`config.mk`:
```
export PLATFORM = sky130hd
export DESIGN_NAME = noise_eater_sequencer
export DESIGN_NICKNAME = d
export VERILOG_FILES = /design/src/rtl/noise_eater_sequencer.sv
export SDC_FILE = /design/constraint.sdc
export NUM_CORES = 1
export LEC_CHECK = 0
export BUFFER_PORTS_ARGS = -buffer_cell sky130_fd_sc_hd__buf_2
export CORE_MARGIN = 2
export CORE_UTILIZATION = 39
export CTS_CLUSTER_DIAMETER = 120
export CTS_CLUSTER_SIZE = 20
export DETAILED_ROUTE_END_ITERATION = 16
export PLACE_DENSITY = 0.71
export REMOVE_ABC_BUFFERS = 1
export SLEW_MARGIN = 25
export SYNTH_ARGS = -nofsm -noshare
export SYNTH_HDL_FRONTEND = slang
export SYNTH_SLANG_ARGS = --single-unit
```
`constraint.sdc`:
```
create_clock -name CLK -period 2.3 [get_ports CLK]
set_clock_uncertainty 0.2 [all_clocks]
set_input_delay 0.23 -clock CLK [delete_from_list [all_inputs] [get_ports CLK]]
set_output_delay 0.23 -clock CLK [all_outputs]
set_load 0.02 [all_outputs]
```
`src/rtl/noise_eater_sequencer.sv`:
```
// Noise-eater ADC/DAC sequencer: one conversion per programmable sample period,
// parallel read, hand-off to the loop filter, then a DAC strobe after a fixed latency.
module noise_eater_sequencer #(
   parameter int unsigned CNVST_LOW = 2,
   parameter int unsigned RD_LOW    = 3,
   parameter int unsigned LOOP_LAT  = 2,
   parameter int unsigned TIMEOUT   = 255
) (
   input  logic        CLK,
   input  logic        RST,
   input  logic        enable_i,
   input  logic [15:0] period_i,
   output logic        adc_cnvst_o,
   input  logic        adc_eoc_i,
   output logic        adc_cs_o,
   output logic        adc_rd_o,
   input  logic [15:0] adc_data_i,
   output logic [15:0] sample_o,
   output logic        sample_valid_o,
   output logic        dac_wr_o,
   output logic        timeout_err_o,
   input  logic        clr_err_i,
   output logic [7:0]  overruns_o,
   output logic [2:0]  state_o
);

   // sample_valid_o is a one-cycle strobe with no back-pressure (no ready);
   // sample_o holds its value until the next strobe.
   typedef enum logic [2:0] {
      S_IDLE = 3'd0,
      S_CONV = 3'd1,
      S_WAIT = 3'd2,
      S_READ = 3'd3,
      S_PUB  = 3'd4,
      S_LAT  = 3'd5,
      S_DAC  = 3'd6
   } state_t;

   localparam logic [15:0] CNV_LAST = 16'(CNVST_LOW - 1);
   localparam logic [15:0] RD_LAST  = 16'(RD_LOW - 1);
   localparam logic [15:0] TO_LAST  = 16'(TIMEOUT - 1);
   localparam logic [15:0] LAT_LAST = 16'((LOOP_LAT > 1) ? LOOP_LAT - 2 : 0);

   state_t      state_q;
   logic [15:0] sub_q;
   logic [15:0] cnt_q, cnt_d;
   logic [7:0]  ovr_q, ovr_d;
   logic        err_q, err_d;
   logic        cnvst_q, cs_q, rd_q, valid_q, dac_q;
   logic [15:0] sample_q;
   logic [15:0] period_m1;
   logic        tick, to_hit, ovr_inc;

   always_comb begin
      period_m1 = (period_i == 16'd0) ? 16'd0 : period_i - 16'd1;
      tick      = enable_i && (cnt_q == 16'd0);
      if (!enable_i)
         cnt_d = 16'd0;
      else if (tick)
         cnt_d = period_m1;
      else
         cnt_d = cnt_q - 16'd1;
      to_hit  = (state_q == S_WAIT) && adc_eoc_i && (sub_q == TO_LAST);
      ovr_inc = tick && (state_q != S_IDLE);
      // A set or increment in the same cycle as a clear wins over the clear.
      if (ovr_inc)
         ovr_d = clr_err_i ? 8'd1 : ((ovr_q == 8'hFF) ? 8'hFF : ovr_q + 8'd1);
      else
         ovr_d = clr_err_i ? 8'd0 : ovr_q;
      err_d = to_hit ? 1'b1 : (clr_err_i ? 1'b0 : err_q);
   end

   always_ff @(posedge CLK) begin
      if (!RST) begin
         state_q  <= S_IDLE;
         sub_q    <= 16'd0;
         cnt_q    <= 16'd0;
         ovr_q    <= 8'd0;
         err_q    <= 1'b0;
         cnvst_q  <= 1'b1;
         cs_q     <= 1'b1;
         rd_q     <= 1'b1;
         valid_q  <= 1'b0;
         dac_q    <= 1'b1;
         sample_q <= 16'd0;
      end else begin
         cnt_q   <= cnt_d;
         ovr_q   <= ovr_d;
         err_q   <= err_d;
         valid_q <= 1'b0;
         dac_q   <= 1'b1;
         case (state_q)
            S_IDLE: if (tick) begin
               state_q <= S_CONV;
               cnvst_q <= 1'b0;
               sub_q   <= CNV_LAST;
            end
            S_CONV: if (sub_q == 16'd0) begin
               state_q <= S_WAIT;
               cnvst_q <= 1'b1;
               sub_q   <= 16'd0;
            end else begin
               sub_q <= sub_q - 16'd1;
            end
            // EOC is only looked at here, after CNVST has risen.
            S_WAIT: if (!adc_eoc_i) begin
               state_q <= S_READ;
               cs_q    <= 1'b0;
               rd_q    <= 1'b0;
               sub_q   <= RD_LAST;
            end else if (sub_q == TO_LAST) begin
               state_q <= S_IDLE;
            end else begin
               sub_q <= sub_q + 16'd1;
            end
            S_READ: if (sub_q == 16'd0) begin
               state_q  <= S_PUB;
               cs_q     <= 1'b1;
               rd_q     <= 1'b1;
               sample_q <= adc_data_i;
               valid_q  <= 1'b1;
            end else begin
               sub_q <= sub_q - 16'd1;
            end
            S_PUB: if (LOOP_LAT <= 1) begin
               state_q <= S_DAC;
               dac_q   <= 1'b0;
            end else begin
               state_q <= S_LAT;
               sub_q   <= LAT_LAST;
            end
            S_LAT: if (sub_q == 16'd0) begin
               state_q <= S_DAC;
               dac_q   <= 1'b0;
            end else begin
               sub_q <= sub_q - 16'd1;
            end
            S_DAC:   state_q <= S_IDLE;
            default: state_q <= S_IDLE;
         endcase
      end
   end

   // state_o encoding: 0 IDLE, 1 CONV, 2 WAIT_EOC, 3 READ, 4 PUBLISH, 5 LAT, 6 DAC.
   assign state_o        = state_q;
   assign adc_cnvst_o    = cnvst_q;
   assign adc_cs_o       = cs_q;
   assign adc_rd_o       = rd_q;
   assign sample_o       = sample_q;
   assign sample_valid_o = valid_q;
   assign dac_wr_o       = dac_q;
   assign timeout_err_o  = err_q;
   assign overruns_o     = ovr_q;

endmodule
```
==> results.toml, run 1 <==
[drt]
vias = 4286
routedWlPerCell_um = 16.34
drt_pass1_iterations = 5
viasPerCell = 5.610
antenna_left = 0
drt_iter0_drc = 342
drc_errors = 0
drt_wl_total_mm = 12.48

[die]
die_w_um = 103.3
core_area_mm2 = 0.009684
die_h_um = 103.3
placementRows = 36
start_util_pct = 39.68
die_area_mm2 = 0.01066
io_pins = 70

[yosys]
yosysUniqueCellTypes = 70
ys_seq_area_share_pct = 33.34
synth-edff-count = 0
synth.most_common_cell = "dfxtp_1"
avgSynthCellArea_um2 = 8.246
yosys_warnings = 0
synth_area_mm2 = 0.003842
yosys-top-cells-area = "dfxtp_1, nand2_1, nor3_1"
ys_seq_elements = 64
ys_top_cells_by_count = "dfxtp_1, nand2_1, nor2_1"
yosysTopAreaCell = "dfxtp_1"
synth_top_cell_area_share_pct = 33.34
syn_inst = 466
synth_ff_type = "dfxtp_1"
synthArstFlopShare_pct = 0

[placed_design]
place.gp.congestion = 0.9763
portBuffers = 69
dp.cells = 721
dp_hpwl_mm = 8.461
dp_worst_setup_slack_ns = -0.2028
dpl_cell_area_mm2 = 0.004838

[sta]
finalHoldViolations = 0
tns_ns = -0.2510
finalCriticalPeriod_ns = 2.350
finalCritPeriodShare_pct = 102.2
relSlewSlack_pct = 64.26
fin_ws_ns = -0.05038
final_max_slew_viol_count = 0
hold_ws_ns = 0.004579
tightest_slew_ns = 0.5312
fmax_mhz = 425.5
finalSetupViolations = 7
rsz0062_at_grt = "true"

[cts]
cts_buffer_depth = 2
clkTransAtPathRegs_ns = 0.09
cts.sinks = 64
cts_buffers = 9
cts_tree = "yes"
clockRootBuffer = "clkbuf_8"
htreeDepth = 3
worstSkewPairLatency_ns = 0.36

[power_and_ir_drop]
p_per_area_mw_per_mm2 = 1057
vdd_drop_max_v = 0.0004748
p_leak_nw = 2.307
finalPower_mw = 5.844

[worst_setup_path]
critPathTopFamily = "simple AND/OR/NAND/NOR gates"
crit_path_cell_trace = "inv_2 > ha_4 > or3b_4 > nor4_4 > a21o_4 > and2_4 > buf_12 > o221ai_1 > a32o_1"
worstSetupStartpointType = "flop"
slowest_stage = "or3b_4"
crit_required_ns = 2.34
max_stage_delay_ns = 0.40
crit_arrival_ns = 2.39
cp_max_fo = 5
path_class = "reg2reg"
cp_num_buf_inv = 2
cp-end-kind = "flop"

[final_layout]
syn_to_final_growth_pct = 43.89
layout-drive-gt1-share_pct = 36.77
utilization_pct = 57.09
stdcell_count = 764
diodes = 0
design_area_mm2 = 0.005529
fillers = 854
final_nets = 672

[global_route]
grt_start_max_net_pins = 18
grt_pass1_wl_mm = 19.77
antenna_found_initial = 0
grt_pass1_vias = 4155
grtUsageTotal_pct = 23.47
grt_overflow_total = 0

[worst_hold_path]
hold_class = "in2reg"

[outcome]
violations = "negative setup slack"
status = "finished, violations left"

[flow_run]
cap_violations = 0
## cell usage in the layout (no fill, tap or decap), types with 17 or more instances in the layout
cell,n
nor3_1,28
nand3_1,18
a22o_1,17
a21oi_1,28
dlygate4sd3_1,17
buf_2,69
nor2_1,39
dfxtp_1,57
nand2_1,44
buf_4,77
## report_power, final
part           switching (mW)  internal, mW
Sequential              0.190          1.28
Combinational            1.85          1.64
Clock                   0.495         0.390
## worst min-delay path, stage by stage
cell,delay [ns]
buf_2,0.11
xor2_1,0.07
o22ai_1,0.11
## layer usage
layer / vias to the layer above / track usage, % / share of wire, %
li1: 2074 / - / -
met1: 2039 / 28.78 / 41
met2: 153 / 40.86 / 51
met3: 20 / 4.503 / 6.3
met4: 0 / 8.704 / 1.8
met5: - / 0 / 0
## sequential cells by signal, indices dropped and copies added, names as in the netlist, 3 cells and up
signal / count
cnt_q: 16
sample_o: 16
sub_q: 16
overruns_o: 8
state_o: 3
## logic make-up after synthesis
family                   count (synthesis)  share of synthesized area [%]
AO/OA/AOI/OAI                          119                          22.27
XOR/XNOR                                30                          6.838
adder cells (fa/ha/maj)                 10                          3.191
buffers and inverters                   34                          3.875
flip-flops                              64                          33.34
multiplexers                             4                          1.075
AND/OR/NAND/NOR                        205                          29.40
## what timing repair did
item,4_1_cts,5_1_grt
pin swaps,9,13
hold endpoints to repair,17,0
setup buffers,3,5
gates cloned,1,1
hold buffers,17,0
gates resized for setup,16,45
endpoints found under the setup margin,15,26
## final cells by class
cell class              instances  area, um2  area share (%)
clock inverters                 7      47.55          0.8599
well taps                     133      166.4           3.010
inverters                      12      45.04          0.8147
repair buffers                170       1204           21.77
flip-flops and latches         64       1290           23.33
clock buffers                   9      123.9           2.240
multi-input cells             369       2653           47.97
## final timing paths
check | cells after the start | startpoint | slack, ns | end
worst max-delay path | 9 | sub_q[0] | -0.05 | sub_q[10]
worst min-delay path | 3 | period_i[11] | 0.005 | cnt_q[11]
worst max register to register | 9 | sub_q[0] | -0.05 | sub_q[10]
worst min register to register | 1 | sample_o[15] | 0.28 | sample_o[15]
(Power assumes the default switching activity.)
==> run 2, diff against run 1 <==
--- a/config.mk
+++ b/config.mk
@@ -11,7 +11,6 @@
 export CTS_CLUSTER_DIAMETER = 120
 export CTS_CLUSTER_SIZE = 20
 export DETAILED_ROUTE_END_ITERATION = 16
-export PLACE_DENSITY = 0.71
 export REMOVE_ABC_BUFFERS = 1
 export SLEW_MARGIN = 25
 export SYNTH_ARGS = -nofsm -noshare
==> run 2 against run 1 <==
- the flow still finishes with violations (negative setup slack)
- flip-flop and latch count did not move
- non-clock buffer count did not move
- die area did not move
- largest power group unchanged
- worst hold slack improved by 0.0059 ns
- sequential power barely moved
- sequential share of layout area fell by 0.10 points
- via count fell by 0.54%
- register-to-register slack barely moved
- final cell count did not move
- combinational power fell by 3%
- first-iteration DRC count fell by 23%
- critical path depth did not move
==> results.toml, run 2 (synthesis gave the netlist of run 1 again) <==
[cts]
htreeDepth = 3
cts.sinks = 64
clockRootBuffer = "clkbuf_8"
cts_buffer_depth = 2
clkTransAtPathRegs_ns = 0.08
cts_tree = "yes"
cts_buffers = 9
worstSkewPairLatency_ns = 0.37

[drt]
routedWlPerCell_um = 16.25
drt_iter0_drc = 263
drt_pass1_iterations = 5
antenna_left = 0
drc_errors = 0
drt_wl_total_mm = 12.42
vias = 4263
viasPerCell = 5.580

[die]
start_util_pct = 39.68
io_pins = 70
core_area_mm2 = 0.009684
die_h_um = 103.3
die_w_um = 103.3
placementRows = 36
die_area_mm2 = 0.01066

[placed_design]
place.gp.congestion = 0.9178
dp_hpwl_mm = 8.562
dp.cells = 720
portBuffers = 69

[sta]
final_max_slew_viol_count = 0
finalCriticalPeriod_ns = 2.350
rsz0062_at_grt = "true"
finalHoldViolations = 0
finalCritPeriodShare_pct = 102.2
tns_ns = -0.2262
fin_ws_ns = -0.04998
hold_ws_ns = 0.01051
finalSetupViolations = 9
relSlewSlack_pct = 65.00
fmax_mhz = 425.5
tightest_slew_ns = 0.5244

[outcome]
violations = "negative setup slack"
status = "finished, violations left"

[power_and_ir_drop]
finalPower_mw = 5.882
p_leak_nw = 2.322
p_per_area_mw_per_mm2 = 1061
vdd_drop_max_v = 0.0004521

[global_route]
antenna_found_initial = 0
grt_pass1_vias = 4002
grtUsageMet3_pct = 4.234
gr-usage-met1_pct = 30.61
grt_overflow_total = 0
grt_pass1_wl_mm = 19.53
use_met2_pct = 38.46
grt_start_max_net_pins = 18
grtUsageTotal_pct = 23.36
grt.busiest_layer = "met2"

[worst_setup_path]
slowest_stage = "a211o_4"
crit_path_cell_trace = "inv_2 > ha_4 > nor4bb_2 > and4_1 > maj3_2 > a211o_4 > buf_6 > and3_1 > a31o_1"
path_class = "reg2reg"
cp_max_fo = 5
crit_required_ns = 2.36
cp_num_buf_inv = 2
cp-end-kind = "flop"
crit_arrival_ns = 2.41
max_stage_delay_ns = 0.35
worstSetupStartpointType = "flop"
critPathTopFamily = "simple AND/OR/NAND/NOR gates"

[final_layout]
final_common_cell = "buf_4"
diodes = 0
stdcell_count = 764
final_cell_mix = "buf_4, buf_2, dfxtp_1, nand2_1, nor2_1"
utilization_pct = 57.24
ff_latch_area_mm2 = 0.001287
layout-drive-gt1-share_pct = 35.18
fillers = 895
syn_to_final_growth_pct = 44.25
multi_input_area_mm2 = 0.002624
final_nets = 672

[worst_hold_path]
hold_class = "in2reg"

[flow_run]
cap_violations = 0
[run 2: changes by cell type in the layout (fill, tap and decap cells not counted), moves of 3 or more]
| cell | previous run | this run |
|---|---|---|
| buf_4 | 77 | 72 |
| buf_6 | 4 | 8 |
| clkinv_2 | 3 | 0 |
| nor3_1 | 28 | 31 |
| nor3_2 | 6 | 3 |
[run 2: worst paths after layout]
kind                     start  slack [ns]  cells past startpoint     endpoint
setup reg to reg      sub_q[1]       -0.05                      9     sub_q[8]
hold / removal    period_i[14]        0.01                      4    cnt_q[14]
hold reg to reg    sample_o[9]        0.28                      1  sample_o[9]
setup / recovery      sub_q[1]       -0.05                      9     sub_q[8]
[run 2: repair_timing]
item / CTS / global route
cloned: 0 / 1
endpoints found under the setup margin: 16 / 23
hold endpoints to repair: 19 / 0
buffers inserted: 6 / 5
pin swaps: 4 / 17
resized for setup: 27 / 28
hold buffers: 18 / 0
[run 2: per-layer routing]
metal / part of all wire (%) / routed length, um / vias to the layer above
met5: 0 / 0 / -
met4: 2.2 / 271 / 0
met3: 6.4 / 800 / 22
met2: 49 / 6085 / 156
met1: 42 / 5260 / 2008
li1: - / - / 2077
[run 2: worst register-to-register path, delay by kind of cell, from the launching register on]
kind / cells / cell delay [ns]
AND/OR/NAND/NOR: 3 / 0.54
AO/OA/AOI/OAI: 2 / 0.52
adder cells (fa/ha/maj): 2 / 0.46
flip-flops: 1 / 0.34
buffers and inverters: 2 / 0.20
[run 2: through the flow]
step / setup WS, ns / cell area (um2)
4_1_cts: -0.02238 / 5375
3_3_place_gp: -0.1421 / 4843
5_1_grt: -0.1574 / 5543
3_5_place_dp: -0.1888 / 4843
2_1_floorplan: -0.2291 / 3739
6_report: -0.04998 / 5543
[run 2: power by group]
group | leakage [nW] | internal, mW | total (mW) | switching (mW)
sequential | 0.521 | 1.28 | 1.47 | 0.186
combinational | 1.71 | 1.60 | 3.39 | 1.79
clock | 0.0960 | 0.509 | 1.02 | 0.516
total | 2.32 | 3.39 | 5.88 | 2.49
[run 2: final cells by class]
| cell class | count | share of cell area (%) |
|---|---|---|
| clock buffer | 9 | 2.235 |
| timing repair buffer | 170 | 21.94 |
| sequential | 64 | 23.23 |
| tap | 133 | 3.002 |
| multi-input combinational | 369 | 47.34 |
| clock inverter | 7 | 1.445 |
| inverter | 12 | 0.8126 |
